--- src/rtl/lcd_sync_module.sv ---
// lcd_sync_module: horizontal/vertical timing generator for a parallel RGB LCD panel.
// It produces the panel sync and data-enable strobes, and the ready/column/row
// addresses that the pixel/character control stage uses to choose a colour.
// Optional build macro: LCD_DE_DELAY_EN adds one pix_en-qualified register stage on
// hsync_sig, vsync_sig and de_sig. This lines them up with a downstream stage that
// registers its ROM address.
module lcd_sync_module #(
    parameter int H_SYNC  = 128,
    parameter int H_BACK  = 88,
    parameter int H_DISP  = 800,
    parameter int H_FRONT = 40,
    parameter int V_SYNC  = 2,
    parameter int V_BACK  = 33,
    parameter int V_DISP  = 480,
    parameter int V_FRONT = 10
) (
    input  logic        clk,
    input  logic        rst,
    input  logic        pix_en,
    output logic        hsync_sig,
    output logic        vsync_sig,
    output logic        de_sig,
    output logic        ready_sig,
    output logic [10:0] column_addr_sig,
    output logic [10:0] row_addr_sig,
    output logic        frame_start
);

    // Frame geometry. Counter comparisons use 11-bit copies of the constants.
    localparam int H_TOTAL = H_SYNC + H_BACK + H_DISP + H_FRONT;
    localparam int V_TOTAL = V_SYNC + V_BACK + V_DISP + V_FRONT;
    localparam int H_ACT   = H_SYNC + H_BACK;
    localparam int V_ACT   = V_SYNC + V_BACK;

    localparam logic [10:0] H_SYNC_C = 11'(H_SYNC);
    localparam logic [10:0] H_ACT_C  = 11'(H_ACT);
    localparam logic [10:0] H_END_C  = 11'(H_ACT + H_DISP);
    localparam logic [10:0] H_LAST_C = 11'(H_TOTAL - 1);
    localparam logic [10:0] V_SYNC_C = 11'(V_SYNC);
    localparam logic [10:0] V_ACT_C  = 11'(V_ACT);
    localparam logic [10:0] V_END_C  = 11'(V_ACT + V_DISP);
    localparam logic [10:0] V_LAST_C = 11'(V_TOTAL - 1);

    logic [10:0] h_cnt_reg;
    logic [10:0] v_cnt_reg;

    logic        h_wrap;
    logic        v_wrap;
    logic        h_active;
    logic        v_active;

    logic        hsync_next;
    logic        vsync_next;
    logic        ready_next;
    logic        frame_start_next;
    logic [10:0] column_next;
    logic [10:0] row_next;

    logic        hsync_reg;
    logic        vsync_reg;
    logic        ready_reg;
    logic        frame_start_reg;
    logic [10:0] column_reg;
    logic [10:0] row_reg;

    assign h_wrap   = (h_cnt_reg == H_LAST_C);
    assign v_wrap   = (v_cnt_reg == V_LAST_C);
    assign h_active = (h_cnt_reg >= H_ACT_C) && (h_cnt_reg < H_END_C);
    assign v_active = (v_cnt_reg >= V_ACT_C) && (v_cnt_reg < V_END_C);

    // Decode the strobes from the current (pre-advance) counter position.
    // The address subtraction happens only inside the active window, so it cannot underflow.
    always_comb begin
        hsync_next       = !(h_cnt_reg < H_SYNC_C);
        vsync_next       = !(v_cnt_reg < V_SYNC_C);
        ready_next       = h_active && v_active;
        frame_start_next = (h_cnt_reg == 11'd0) && (v_cnt_reg == 11'd0);
        column_next      = 11'd0;
        row_next         = 11'd0;
        if (ready_next) begin
            column_next = h_cnt_reg - H_ACT_C;
            row_next    = v_cnt_reg - V_ACT_C;
        end
    end

    // Free-running raster counters. The line counter steps only when the pixel counter wraps.
    always_ff @(posedge clk) begin
        if (rst) begin
            h_cnt_reg <= 11'd0;
            v_cnt_reg <= 11'd0;
        end else if (pix_en) begin
            if (h_wrap) begin
                h_cnt_reg <= 11'd0;
                v_cnt_reg <= v_wrap ? 11'd0 : v_cnt_reg + 11'd1;
            end else begin
                h_cnt_reg <= h_cnt_reg + 11'd1;
            end
        end
    end

    // Registered outputs. They hold while pix_en is low, so frame_start is one enabled cycle wide.
    always_ff @(posedge clk) begin
        if (rst) begin
            hsync_reg       <= 1'b1;
            vsync_reg       <= 1'b1;
            ready_reg       <= 1'b0;
            frame_start_reg <= 1'b0;
            column_reg      <= 11'd0;
            row_reg         <= 11'd0;
        end else if (pix_en) begin
            hsync_reg       <= hsync_next;
            vsync_reg       <= vsync_next;
            ready_reg       <= ready_next;
            frame_start_reg <= frame_start_next;
            column_reg      <= column_next;
            row_reg         <= row_next;
        end
    end

    assign ready_sig       = ready_reg;
    assign column_addr_sig = column_reg;
    assign row_addr_sig    = row_reg;
    assign frame_start     = frame_start_reg;

`ifdef LCD_DE_DELAY_EN
    // Bit 0 is hsync, bit 1 is vsync, bit 2 is de. The syncs idle high and de idles low.
    localparam logic [2:0] DLY_RST = 3'b011;

    logic [2:0] dly_in;
    logic [2:0] dly_out;

    assign dly_in = {ready_reg, vsync_reg, hsync_reg};

    genvar gi;
    generate
        for (gi = 0; gi < 3; gi++) begin : g_dly
            logic stage_reg;

            // One extra enabled-edge stage per panel strobe.
            always_ff @(posedge clk) begin
                if (rst) begin
                    stage_reg <= DLY_RST[gi];
                end else if (pix_en) begin
                    stage_reg <= dly_in[gi];
                end
            end

            assign dly_out[gi] = stage_reg;
        end
    endgenerate

    assign hsync_sig = dly_out[0];
    assign vsync_sig = dly_out[1];
    assign de_sig    = dly_out[2];
`else
    assign hsync_sig = hsync_reg;
    assign vsync_sig = vsync_reg;
    assign de_sig    = ready_reg;
`endif

endmodule

--- config.mk ---
export PLATFORM = sky130hd
export DESIGN_NAME = lcd_sync_module
export DESIGN_NICKNAME = d
export VERILOG_FILES = /design/src/rtl/lcd_sync_module.sv
export SDC_FILE = /design/constraint.sdc
export NUM_CORES = 1
export LEC_CHECK = 0
export ABC_CLOCK_PERIOD_IN_PS = 3400
export BUFFER_PORTS_ARGS = -buffer_cell sky130_fd_sc_hd__buf_4
export CAP_MARGIN = 20
export CELL_PAD_IN_SITES_DETAIL_PLACEMENT = 1
export CELL_PAD_IN_SITES_GLOBAL_PLACEMENT = 2
export CORE_AREA = 8 8 79 109
export CTS_CLUSTER_SIZE = 28
export DETAILED_ROUTE_END_ITERATION = 7
export DIE_AREA = 0 0 87 117
export PLACE_DENSITY = 0.89
export SLEW_MARGIN = 20
export SYNTH_ARGS = -nofsm -noshare
export SYNTH_HDL_FRONTEND = slang
export SYNTH_SLANG_ARGS = --single-unit
--- constraint.sdc ---
create_clock -name clk -period 3.4 [get_ports clk]
set_clock_uncertainty 0.15 [all_clocks]
set_input_delay 0.51 -clock clk [delete_from_list [all_inputs] [get_ports clk]]
set_output_delay 0.51 -clock clk [all_outputs]
set_load 0.02 [all_outputs]
-- Yosys cells after proc, flatten, opt, wreduce, memory -nomap -nowiden
Cells that the tools add are included.
- logic and storage cells: 33
- input bits: 3
- bits in registers: 48
- equality and inequality tests: 2
- add/subtract/negate cells: 4
- reductions and logical operators: 9
- order comparisons: 6
- multiplexer cells: 4
- operators by type and width (cell ; count):
    $mux W11 ; 4
    $add A11 B1 Y11 const B ; 2
    $logic_not A11 Y1 ; 2
    $lt A11 B10 Y1 const B ; 2
    $eq A11 B10 Y1 const B ; 1
    $eq A11 B11 Y1 const B ; 1
    $ge A11 B6 Y1 const B ; 1
    $ge A11 B8 Y1 const B ; 1
    $lt A11 B2 Y1 const B ; 1
    $lt A11 B8 Y1 const B ; 1
    $sub A11 B6 Y11 const B ; 1
    $sub A11 B8 Y11 const B ; 1
    $logic_and A1 B1 Y1 ; 4
    $logic_not A1 Y1 ; 2
    $reduce_and A2 Y1 ; 1

-- Depth between registers and ports, before layout
Gate-level depths: netlist of run 1.
- depth in word-level cells: 4
- depth in mapped cells: 8

-- Least setup slack after synthesis of run 1
No wires, ideal clock.
- path kind: input -> register
- start: in pix_en
- end: reg row_reg[2], in the netlist row_addr_sig[2]
- path buffers: 2
- library setup time: 83 ps
- slack: 1376 ps
- data arrival time: 1791 ps
- stages: 5
- cells stage by stage: buf_4 or2b_2 a2111o_1 buf_6 o31ai_4
- RTL lines (item ; RTL line ; source):
    start, declared ; 19 ; input logic pix_en,
    end signal, assigned ; 116 ; row_reg <= row_next;
    end, declared ; 64 ; logic [10:0] row_reg;

-- Worst setup path after layout of run 1
- start: reg h_cnt_reg[4]
- end: reg row_reg[3], in the netlist row_addr_sig[3]
- word-level cells in the longest chain between the ends: 4
- elaborated cells on any way between the ends: 5
- RTL lines (item ; RTL line ; source):
    start, declared ; 44 ; logic [10:0] h_cnt_reg;
    start signal, assigned ; 96 ; h_cnt_reg <= h_cnt_reg + 11'd1;
    $ge A11 B8 Y1 or $lt A11 B10 Y1 (tied branches) ; 68 ; assign h_active = (h_cnt_reg >= H_ACT_C) && (h_cnt_reg < H_END_C);
    $logic_and A1 B1 Y1 * ; 68 ;
    $logic_and A1 B1 Y1 * ; 76 ; ready_next = h_active && v_active;
    $mux W11 * ; 80 ; if (ready_next) begin
Mark *: on every way between the ends. The rest lies on a longest branch, timed or not.
A chain may end at the register's enable or synchronous reset.

==> impl_results.md, run 1 <==
- Vias: between 2000 and 2500
- Seq/Total Area, Yosys: 36.62%
- DRC viols: 0
- Post_cts resized: 0
- Period utilization: 78.75%
- Max Freq: ~0.37 GHz
- Number of synthesized register bits: 48
- Slew HR: between 50% and 60%
- Avg Inst Size Synth: about 9.3 µm²
- Post-synth EDFFs: 0
- Tmin final: around 2700 ps
- Post-CTS Setup Repair Bufs: 0
- LEAKAGE: roughly 1.1 nW
- Largest net degree at the start of global routing: 24
- Post-Synthesis Cells: roughly 280
- Max stage delay on crit path: about 710 ps
- Via density: 5.285
- Fillcell total: about 840
- Floorplan die height: roughly 120 µm
- First-pass GRT wire length: between 10 and 15 mm
- ANT nets after route: 0
- Post-synthesis cell type count: about 50
- Crit path buffers/inverters: 1
- Worst Path Max Fanout: 12
- Clock sink count: 48
- Max Slew Vio Count: 0
- Post-DP HPWL: around 5 mm
- Vias in the first global route: 2219
- # diodes: 0
- Fin area: a little under 3000 µm²
- Startpoint types: flop
- CTS root buffer: clkbuf_8
- Hold Crit Class: flop to flop
- Async SR Flop Fraction: 0%
- Nets: a little over 300
- Drt pass-1 iters: 4
- # IOs: 30
- Multi-input gate area: 1398 µm²
- Clock share of power: between 40 and 50%
- Port bufs: 29
- P_int: 0.8023 mW
- Hold Vio Cnt, Final: 0
- Final setup TNS: 0 ps
- Post-route setup slack: between 700 and 800 ps
- Drt total wl: approximately 6.5 mm
- Crit end category: flop
- Rows: 37
- Clk pin slew, worst setup/hold paths: roughly 90 ps
- Slowest CP cell: a2111o_1
- RD Place Congestion: 0.8000
- Setup violations, final: 0
- Initial antenna violation count: 0
- CP top delay family: compound AO/OA/AOI/OAI gates
- CORE AREA: ~7000 µm²
- Yosys warns: 0
- P per Cell Area: roughly 360 nW/µm²
- Chip width: between 80 and 90 µm
- WL/cell: around 17 µm
- Place WS: between 700 and 800 ps
- Ys flop type: dfxtp_1
- Final Util: between 40 and 50%
- Fraction of layout cells with a size suffix above 1: a little under a quarter
- Worst-skew pair later-pin latency: roughly 300 ps
- Tightest Pin Transition: around 660 ps
- Critical path class: flop to flop
- Placed cell area: between 2000 and 3000 µm²
- Register Area: about 960 µm²
- CTS tree: yes
- Clock tree buffer depth: 2
- Post-Layout Cell Count: a little under 400
- GRT Total Usage: roughly 14%
- P&R area growth vs syn: 10.06%
- Status: finished, final reports clean
- Max cap viols: 0
- Syn Nets: 290
- Logic pwr share: ~4.2%
- Sequential power share: a little under three fifths
- RSZ-0062 raised after global routing: false
- H-tree Lvls: 2
- WP data arrival: between 2000 and 3000 ps
- DIE AREA: approximately 10000 µm²
- Mapped Area: about 2600 µm²
- Num CTS Buffers: 5
- Sw frac: between 20% and 30%
- DP Cell Count: 385
- NetSw: around 0.23 mW
- Overflow after GRT: 0
- Max VDD drop: 150.9 µV
- Initial drt markers: a little over 100
- Initial Utilization: between 30% and 40%
- Hold bufs inserted after CTS: 0
- Worst path cell trace: ha_1 -> or2_2 -> a31oi_1 -> a2111o_1 -> buf_4 -> o41ai_1
- CP Data Required Time: between 3000 and 4000 ps
==> power groups by stage <==
stage / logic (mW) / clock network (mW) / registers (mW)
floorplan: 0.0258 / 0 / 0.587
global placement: 0.0431 / 0 / 0.585
detailed placement: 0.0442 / 0 / 0.585
CTS: 0.0444 / 0.431 / 0.572
global route: 0.0482 / 0.453 / 0.573
finish: 0.0429 / 0.414 / 0.572
==> Yosys cell counts, types with 2 or more instances <==
| master | count | share of area [%] |
|---|---|---|
| nand4_1 | 2 | 0.48 |
| buf_4 | 7 | 2.0 |
| a21oi_1 | 17 | 3.2 |
| a41oi_1 | 2 | 0.67 |
| inv_1 | 10 | 1.4 |
| buf_2 | 2 | 0.38 |
| nand3_1 | 9 | 1.7 |
| o31ai_4 | 2 | 1.6 |
| or2_2 | 2 | 0.48 |
| nor2_1 | 24 | 3.4 |
| and4_1 | 5 | 1.7 |
| clkbuf_1 | 6 | 0.86 |
| o21bai_1 | 2 | 0.57 |
| dfxtp_1 | 48 | 37 |
| nor4_1 | 3 | 0.72 |
| o41ai_1 | 2 | 0.67 |
| a31oi_1 | 2 | 0.48 |
| a2111o_1 | 2 | 0.86 |
| or4_1 | 7 | 2.0 |
| nand2_1 | 34 | 4.9 |
| o21ai_0 | 3 | 0.57 |
| buf_6 | 9 | 3.9 |
| and3_1 | 4 | 0.95 |
| ha_1 | 5 | 2.4 |
| xor2_1 | 13 | 4.3 |
| o31ai_2 | 17 | 8.1 |
| nor3_1 | 3 | 0.57 |
| o31ai_1 | 9 | 2.6 |
| xnor2_1 | 11 | 3.7 |
==> worst reg2reg max path: stages, from the launching register on <==
cell and delay, ps:
dfxtp_1 510, ha_1 310, or2_2 160, a31oi_1 110, a2111o_1 710, buf_4 290, o41ai_1 350
==> final timing paths <==
kind / slack (ps) / depth (start not counted) / from / endpoint
hold reg to reg: 320 / 2 / row_addr_sig[6]$_SDFFE_PP0P_ / row_addr_sig[6]$_SDFFE_PP0P_
setup / recovery: 720 / 6 / h_cnt_reg[4]$_SDFFE_PP0P_ / row_addr_sig[3]$_SDFFE_PP0P_
hold / removal: 320 / 2 / row_addr_sig[6]$_SDFFE_PP0P_ / row_addr_sig[6]$_SDFFE_PP0P_
setup reg to reg: 720 / 6 / h_cnt_reg[4]$_SDFFE_PP0P_ / row_addr_sig[3]$_SDFFE_PP0P_
==> routing by layer <==
layer / vias up / GRT usage (%) / part of all wire, %
met5: - / 0 / 0
met4: 0 / 4.614 / 1.3
met3: 7 / 2.516 / 1.9
met2: 18 / 26.11 / 55
met1: 1035 / 15.00 / 42
li1: 1017 / - / -
==> layout make-up <==
cell class / count / share of cell area [%]
Clock inverter: 2 / 1.213
Clock buffer: 6 / 2.513
Multi-Input combinational cell: 195 / 48.40
Sequential cell: 48 / 33.28
Timing Repair Buffer: 35 / 9.099
Inverter: 10 / 1.300
Tap cell: 97 / 4.203
==> logic make-up (layout without fill, tap and decap cells) <==
group           after synthesis  count (layout)  share of synthesized area [%]
mux                           1               1                         0.3815
compound gates               62              62                          21.32
buf+inv                      39              53                          10.11
simple gates                103             103                          21.17
flops                        48              48                          36.62
xor+xnor                     24              24                          8.011
fa+ha+maj                     5               5                          2.384
==> placed cells by master (no fill, tap or decap), types with 3 or more instances in the layout <==
| master | n |
|---|---|
| ha_1 | 5 |
| clkbuf_8 | 5 |
| buf_4 | 35 |
| nor3_1 | 3 |
| inv_1 | 10 |
| o31ai_2 | 17 |
| and3_1 | 4 |
| a21oi_1 | 17 |
| o31ai_1 | 9 |
| xor2_1 | 13 |
| xnor2_1 | 11 |
| dfxtp_1 | 48 |
| nor4_1 | 3 |
| nand2_1 | 34 |
| nand3_1 | 9 |
| and4_1 | 5 |
| or4_1 | 7 |
| nor2_1 | 24 |
| o21ai_0 | 3 |
==> through the flow <==
stage | hold slack (ps) | power (mW)
2_1_floorplan | 347.8 | 0.6125
3_3_place_gp | 297.1 | 0.6277
3_5_place_dp | 298.4 | 0.6295
4_1_cts | 309.3 | 1.047
5_1_grt | 319.5 | 1.074
6_report | 316.8 | 1.029
(Power assumes the default switching activity.)
==> run 2: changes to the inputs <==
ABC_AREA = 1   (was unset)
ABC_CLOCK_PERIOD_IN_PS = 2600   (was 3400)
CORE_AREA = 8 8 88 121   (was 8 8 79 109)
DIE_AREA = 0 0 96 129   (was 0 0 87 117)
PLACE_DENSITY = 0.84   (was 0.89)
clock period = 2.6 ns   (was 3.4 ns; I/O delays follow)
==> run 2 against run 1 <==
Final cell count rose by 32%. Worst hold slack got worse by 19 ps. Die area rose by 22%. Clock-buffer cell count did not move. Routed wire length rose by 29%.
==> impl_results.md, run 2 <==
- Status: finished, final reports clean
- Num CTS Buffers: 5 (unchanged)
- Most common cell after layout, fill and taps aside: nand2_1
- Slowest CP cell: nand3_2
- Async SR Flop Fraction: 0% (unchanged)
- Port bufs: 29 (unchanged)
- WL/cell: 16.13 µm (-2.4%)
- GRT Total Usage: 14.25% (+0.41 points)
- Floorplan die height: 129 µm (+10%)
- Max stage delay on crit path: 540 ps (-170 ps)
- Worst-skew pair later-pin latency: 290 ps (about the same)
- Place WS: 406.1 ps (-306.1 ps)
- Highest-count cells in the layout ignoring fill and taps: 96 x nand2_1, 48 x dfxtp_1, 34 x nor2_1
- Fraction of layout cells with a size suffix above 1: 27.85% (+4.2 points)
- Max VDD drop: 249.9 µV (+66%)
- Number of synthesized register bits: 48 (unchanged)
- R2R Path End: column_addr_sig[9]$_SDFFE_PP0P_
- Rows: 41 (+11%)
- Hold bufs inserted after CTS: 0 (unchanged)
- # IOs: 30 (unchanged)
- Sw frac: 23.17% (+1.1 points)
- Post-route setup slack: 445.3 ps (-277.1 ps)
- CORE AREA: 8875 µm² (+25%)
- Startpoint types: flop
- Clock tree buffer depth: 2 (unchanged)
- Hold Vio Cnt, Final: 0 (unchanged)
- Sequential power share: 50.2% (-5.4 points)
- Yosys warns: 0 (unchanged)
- Tmin final: 2155 ps (-522.9 ps)
- Post-synthesis cell type count: 35 (-29%)
- Vias: 2568 (+24%)
- Placed cell area: 3134 µm² (+13%)
- Post-Layout Cell Count: 520 (+32%)
- DIE AREA: 12380 µm² (+22%)
- Crit path buffers/inverters: 0 (-1)
- CTS tree: yes
- Worst Path Max Fanout: 23 (+11)
- Largest net degree at the start of global routing: 36 (+50%)
- NetSw: 0.3450 mW (+52%)
- H-tree Lvls: 2 (unchanged)
- Clk pin slew, worst setup/hold paths: 70 ps (-20 ps)
- Hold Crit Class: input pin to flop
- Largest area contributor in the netlist: dfxtp_1
- Syn Nets: 399 (+38%)
- Max cap viols: 0 (unchanged)
- Vias in the first global route: 2797 (+26%)
- Ys flop type: dfxtp_1
- Post-CTS Setup Repair Bufs: 0 (unchanged)
- P_int: 1.144 mW (+43%)
- Worst reg2reg startpoint: v_cnt_reg[0]$_SDFFE_PP0P_
- Initial drt markers: 82 (-20%)
- First-pass GRT wire length: 13.88 mm (+24%)
- Logic pwr share: 4.2% (about the same)
- Post_cts resized: 0 (unchanged)
- Final setup TNS: 0 ps (unchanged)
- Clock share of power: 45.6% (+5.3 points)
- Crit path launch: v_cnt_reg[0]$_SDFFE_PP0P_
- Crit end category: flop
- Period utilization: 82.87% (+4.1 points)
- DRC viols: 0 (unchanged)
- Overflow after GRT: 0 (unchanged)
- Fin area: 3287 µm² (+14%)
- Critical path class: flop to flop
- Post-synth EDFFs: 0 (unchanged)
- P per Cell Area: 453.1 nW/µm² (+27%)
- Via density: 4.938 (-6.6%)
- Slew HR: 53.77% (-1.3 points)
- Max Slew Vio Count: 0 (unchanged)
- P&R area growth vs syn: 13.38%
- Worst path cell trace: ha_1 -> nand2_1 -> nor2_1 -> a21oi_2 -> nand3_2 -> nand3_1 -> a21oi_1
- Commonest cells post-synth: 96 x nand2_1, 48 x dfxtp_1, 34 x nor2_1, 33 x inv_1, 30 x nand3_1
- DP Cell Count: 512 (+33%)
- Instance count on the critical path: 7 (+1)
- WP data arrival: 2160 ps (-570 ps)
- Post-DP HPWL: 6.344 mm (+30%)
- Clock sink count: 48 (unchanged)
- Mapped Area: 2899 µm² (+10%)
- Drt total wl: 8.385 mm (+29%)
- CP top delay family: simple AND/OR/NAND/NOR gates
- Initial Utilization: 32.67% (-4.4 points)
- # diodes: 0 (unchanged)
- Initial antenna violation count: 0 (unchanged)
- CTS root buffer: clkbuf_16
- Seq/Total Area, Yosys: 33.15% (-3.5 points)
- Power Total: 1.489 mW (+45%)
- RSZ-0062 raised after global routing: false
- Tightest Pin Transition: 692.7 ps (+28.01 ps)
- Post-synth top area share: 33.15% (-3.5 points)
- Critical Path End: column_addr_sig[9]$_SDFFE_PP0P_
- Setup violations, final: 0 (unchanged)
- Post-Synthesis Cells: 391 (+39%)
- RD Place Congestion: 0.8749 (+9.4%)
- Nets: 420 (+39%)
- Drt pass-1 iters: 5 (+1)
- Chip width: 96 µm (+10%)
- Avg Inst Size Synth: 7.414 µm² (-20%)
- CP Data Required Time: 2610 ps (-840 ps)
- LEAKAGE: 1.317 nW (+22%)
- Most numerous cell in the Yosys netlist: nand2_1
- Synth top area cells: dfxtp_1 33%, nand2_1 12%, nand3_2 7.9%
- Flop2flop setup slack: 450 ps (-280 ps)
- Max Freq: 0.4641 GHz (+24%)
- ANT nets after route: 0 (unchanged)
- R2R depth: 7 (+1)
-- run 2: changes by cell type after synthesis, sizes merged, moves of 3 or more --
cell   change
o31ai     -28
nor2      +18
and4       -6
o41ai      -3
or4        -7
nand3     +45
and3       -4
nand2     +71
nor3       +6
a21oi     +18
inv       +32
xnor2     -11
buf        -7
-- run 2: worst min-delay path by stage --
stage | from | cells past startpoint | end
5_1_grt | rst | 3 | hsync_sig$_SDFFE_PP1P_
6_report | rst | 3 | hsync_sig$_SDFFE_PP1P_
4_1_cts | rst | 3 | hsync_sig$_SDFFE_PP1P_
3_3_place_gp | frame_start$_SDFFE_PP0P_ | 2 | frame_start$_SDFFE_PP0P_
2_1_floorplan | h_cnt_reg[1]$_SDFFE_PP0P_ | 2 | column_addr_sig[1]$_SDFFE_PP0P_
3_5_place_dp | hsync_sig$_SDFFE_PP1P_ | 2 | hsync_sig$_SDFFE_PP1P_
-- run 2: final cells by class --
class	count	area, µm²
tap	107	133.9
clock inverter	2	13.76
inverter	42	157.7
multi-input combinational	282	1634
sequential	48	960.9
clock buffer	6	138.9
fill	1124	5588
timing repair buffer	33	247.7
-- run 2: layer usage --
| metal | up-vias | part of all wire [%] | track usage [%] |
|---|---|---|---|
| met2 | 31 | 56 | 26.90 |
| met3 | 10 | 2.1 | 2.214 |
| li1 | 1299 | - | - |
| met5 | - | 0 | 0 |
| met4 | 0 | 1.4 | 4.541 |
| met1 | 1228 | 40 | 15.34 |
-- run 2: cell families (layout without fill, tap and decap cells) --
| family | after synthesis | count (layout) | synth area share [%] |
|---|---|---|---|
| AOI/OAI and AO/OA | 44 | 44 | 10.88 |
| xor gates and xnor gates | 13 | 13 | 3.928 |
| buffers and inverters | 61 | 83 | 10.49 |
| DFF | 48 | 48 | 33.15 |
| adders and majority gates | 5 | 5 | 2.158 |
| and+or+nand+nor | 220 | 220 | 39.40 |
-- run 2: worst reg2reg max path, delay by kind of cell (launching register included) --
kind                     cells  cell delay (ps)
AO/OA/AOI/OAI                2              240
flip-flops                   1              350
adder cells (fa/ha/maj)      1              260
AND/OR/NAND/NOR              4             1030
-- run 2: power groups by stage --
stage	Combinational [mW]	Sequential, mW	Clock, mW
floorplan	0.0374	0.767	0
global placement	0.0632	0.764	0
detailed placement	0.0644	0.764	0
CTS	0.0646	0.747	0.697
global route	0.0695	0.748	0.727
finish	0.0632	0.747	0.679
-- run 2: stage by stage --
| stage | hold WS [ps] | utilization (%) |
|---|---|---|
| after floorplan | 318.6 | - |
| after global placement | 305.8 | 35.32 |
| after detailed placement | 316.7 | 35.32 |
| after CTS | 293.3 | 37.04 |
| after global routing | 300.9 | 37.04 |
| final | 297.4 | 37.04 |
==> run 3: changes to the inputs <==
ABC_CLOCK_PERIOD_IN_PS = 2050   (was 2600)
clock period = 2.05 ns   (was 2.6 ns; I/O delays follow)
==> run 3 against run 2 <==
Global-route usage is 0.49 points higher. Die area unchanged. Clock-buffer cell count shrank 1. Combinational power up 29%. Fmax up 15%. Critical path type unchanged. Largest power group unchanged.
==> impl_results.md, run 3 (same netlist as run 2, synthesis figures left out) <==
- Critical path class: flop to flop
- Status: finished, final reports clean
- Register Area: 962.2 µm² (+0.13%)
- Routed wl met2: 4.674 mm (-1.2%)
- RD Place Congestion: 0.8784 (+0.40%)
- Max Freq: 0.5321 GHz (+15%)
- Vias in the first global route: 2819 (+0.79%)
- Worst Path Max Fanout: 17 (-26%)
- P per Cell Area: 548.1 nW/µm² (+21%)
- Final setup TNS: 0 ps (unchanged)
- Rows: 41 (unchanged)
- CORE AREA: 8875 µm² (unchanged)
- Tightest Pin Transition: 508.4 ps (-184.3 ps)
- ANT nets after route: 0 (unchanged)
- Slew HR: 66.11% (+12 points)
- Num CTS Buffers: 5 (unchanged)
- CP Data Required Time: 2120 ps (-490 ps)
- Most common cell after layout, fill and taps aside: nand2_1
- Post-CTS Setup Repair Bufs: 0 (unchanged)
- Slowest CP cell: dfxtp_1
- Hold path cells: 3 (unchanged)
- Clk pin slew, worst setup/hold paths: 70 ps (about the same)
- CTS tree: yes
- Initial drt markers: 106 (+29%)
- LEAKAGE: 1.337 nW (+1.6%)
- GRT Total Usage: 14.74% (+0.49 points)
- Met1 Routed Length: 3.323 mm (-0.87%)
- Crit end category: flop
- Floorplan die height: 129 µm (unchanged)
- Fraction of layout cells with a size suffix above 1: 29.26% (+1.4 points)
- Hold Vio Cnt, Final: 0 (unchanged)
- RSZ-0062 raised after global routing: false
- WP data arrival: 1950 ps (-210 ps)
- Max Slew Vio Count: 0 (unchanged)
- Met3 WL: 246 µm (+37%)
- WL/cell: 16.14 µm (+0.11%)
- Nets: 425 (+1.2%)
- Period utilization: 91.68% (+8.8 points)
- Startpoint types: flop
- Worst reg2reg startpoint: h_cnt_reg[4]$_SDFFE_PP0P_
- Multi-input gate area: 1649 µm² (+0.92%)
- Setup violations, final: 0 (unchanged)
- Post-DP HPWL: 6.577 mm (+3.7%)
- DP Cell Count: 517 (+0.98%)
- Max VDD drop: 337.3 µV (+35%)
- DRC viols: 0 (unchanged)
- H-tree Lvls: 2 (unchanged)
- Min-Delay Startpoint: rst
- Overflow after GRT: 0 (unchanged)
- Flop2flop setup slack: 170 ps (-270 ps)
- Post-Layout Cell Count: 524 (+0.77%)
- Initial antenna violation count: 0 (unchanged)
- Hold Crit Class: input pin to flop
- Max cap viols: 0 (unchanged)
- Fillcell total: 1106 (-1.6%)
- Initial Utilization: 32.67% (unchanged)
- CTS root buffer: clkbuf_16
- Port bufs: 29 (unchanged)
- Chip width: 96 µm (unchanged)
- CP top delay family: simple AND/OR/NAND/NOR gates
- Max stage delay on crit path: 430 ps (-110 ps)
- Clock sink count: 48 (unchanged)
- R2R depth: 10 (+3)
- Worst path cell trace: ha_4 -> inv_2 -> nand2_4 -> nand3_2 -> nand2_2 -> nand3_4 -> nor2_8 -> buf_12 -> nand3_1 -> a21oi_1
- Tmin final: 1879 ps (-275.2 ps)
- P&R area growth vs syn: 16.01%
- DIE AREA: 12380 µm² (unchanged)
- Drt pass-1 iters: 4 (-1)
- R2R Path End: row_addr_sig[10]$_SDFFE_PP0P_
- First-pass GRT wire length: 14.16 mm (+2.0%)
- Hold Path Sink: hsync_sig$_SDFFE_PP1P_
- # IOs: 30 (unchanged)
- Via density: 4.981 (+0.86%)
- Drt total wl: 8.459 mm (+0.88%)
- Largest net degree at the start of global routing: 36 (unchanged)
- Worst-skew pair later-pin latency: 290 ps (about the same)
- Top routing layer in use: met4
- Vias: 2610 (+1.6%)
- Clock tree buffer depth: 2 (unchanged)
- # diodes: 0 (unchanged)
- Highest-count cells in the layout ignoring fill and taps: 96 x nand2_1, 47 x dfxtp_1, 35 x buf_4
- Crit path buffers/inverters: 2 (+2)
==> run 3: timing repair <==
item,CTS,global route
endpoints found under the setup margin,0,18
hold buffers,0,0
gates resized for setup,0,4
==> run 3: power by group <==
group	switching (mW)	leakage [nW]	total, mW	internal (mW)
logic	0.0566	0.883	0.0814	0.0248
clock network	0.371	0.0657	0.815	0.444
registers	0.00690	0.388	0.947	0.940
total	0.434	1.34	1.84	1.41
==> run 3: area by class of cell <==
| type | instances | area share (%) |
|---|---|---|
| inverters | 42 | 4.687 |
| repair buffers | 38 | 9.598 |
| well taps | 107 | 3.981 |
| multi-input cells | 282 | 49.03 |
| clock buffers | 5 | 3.720 |
| clock inverters | 2 | 0.3720 |
| flip-flops and latches | 48 | 28.61 |
==> run 3: routing by layer <==
| layer | up-vias | track usage [%] |
|---|---|---|
| met2 | 45 | 27.82 |
| met3 | 15 | 2.564 |
| met1 | 1244 | 15.08 |
| met4 | 0 | 6.358 |
| met5 | - | 0 |
| li1 | 1306 | - |
==> run 3: worst max-delay path by stage <==
stage,startpoint,to,slack (ps),cells after the start
after global placement,h_cnt_reg[4]$_SDFFE_PP0P_,column_addr_sig[3]$_SDFFE_PP0P_,120,10
after floorplan,h_cnt_reg[3]$_SDFFE_PP0P_,row_addr_sig[6]$_SDFFE_PP0P_,420,10
after CTS,h_cnt_reg[4]$_SDFFE_PP0P_,row_addr_sig[10]$_SDFFE_PP0P_,70,10
after detailed placement,h_cnt_reg[3]$_SDFFE_PP0P_,row_addr_sig[10]$_SDFFE_PP0P_,90,10
after global routing,h_cnt_reg[4]$_SDFFE_PP0P_,row_addr_sig[10]$_SDFFE_PP0P_,40,10
final,h_cnt_reg[4]$_SDFFE_PP0P_,row_addr_sig[10]$_SDFFE_PP0P_,170,10
==> run 3: per-stage QoR <==
stage / utilization, % / power [mW] / cell area, µm² / setup WS, ps / hold slack, ps
6_report: 37.90 / 1.844 / 3363 / 170.5 / 203.6
4_1_cts: 37.71 / 1.879 / 3347 / 72.94 / 209.5
2_1_floorplan: - / 1.021 / 2899 / 420.6 / 318.6
3_5_place_dp: 36.16 / 1.052 / 3209 / 92.94 / 319.3
5_1_grt: 37.90 / 1.919 / 3363 / 35.92 / 220.5
3_3_place_gp: 36.16 / 1.051 / 3209 / 118.1 / 305.0
==> run 3: worst reg2reg max path, delay by kind of cell, from the launching register on <==
kind                     cells  cell delay (ps)
AND/OR/NAND/NOR              6              670
AO/OA/AOI/OAI                1              120
buffers and inverters        2              240
adder cells (fa/ha/maj)      1              190
flip-flops                   1              430
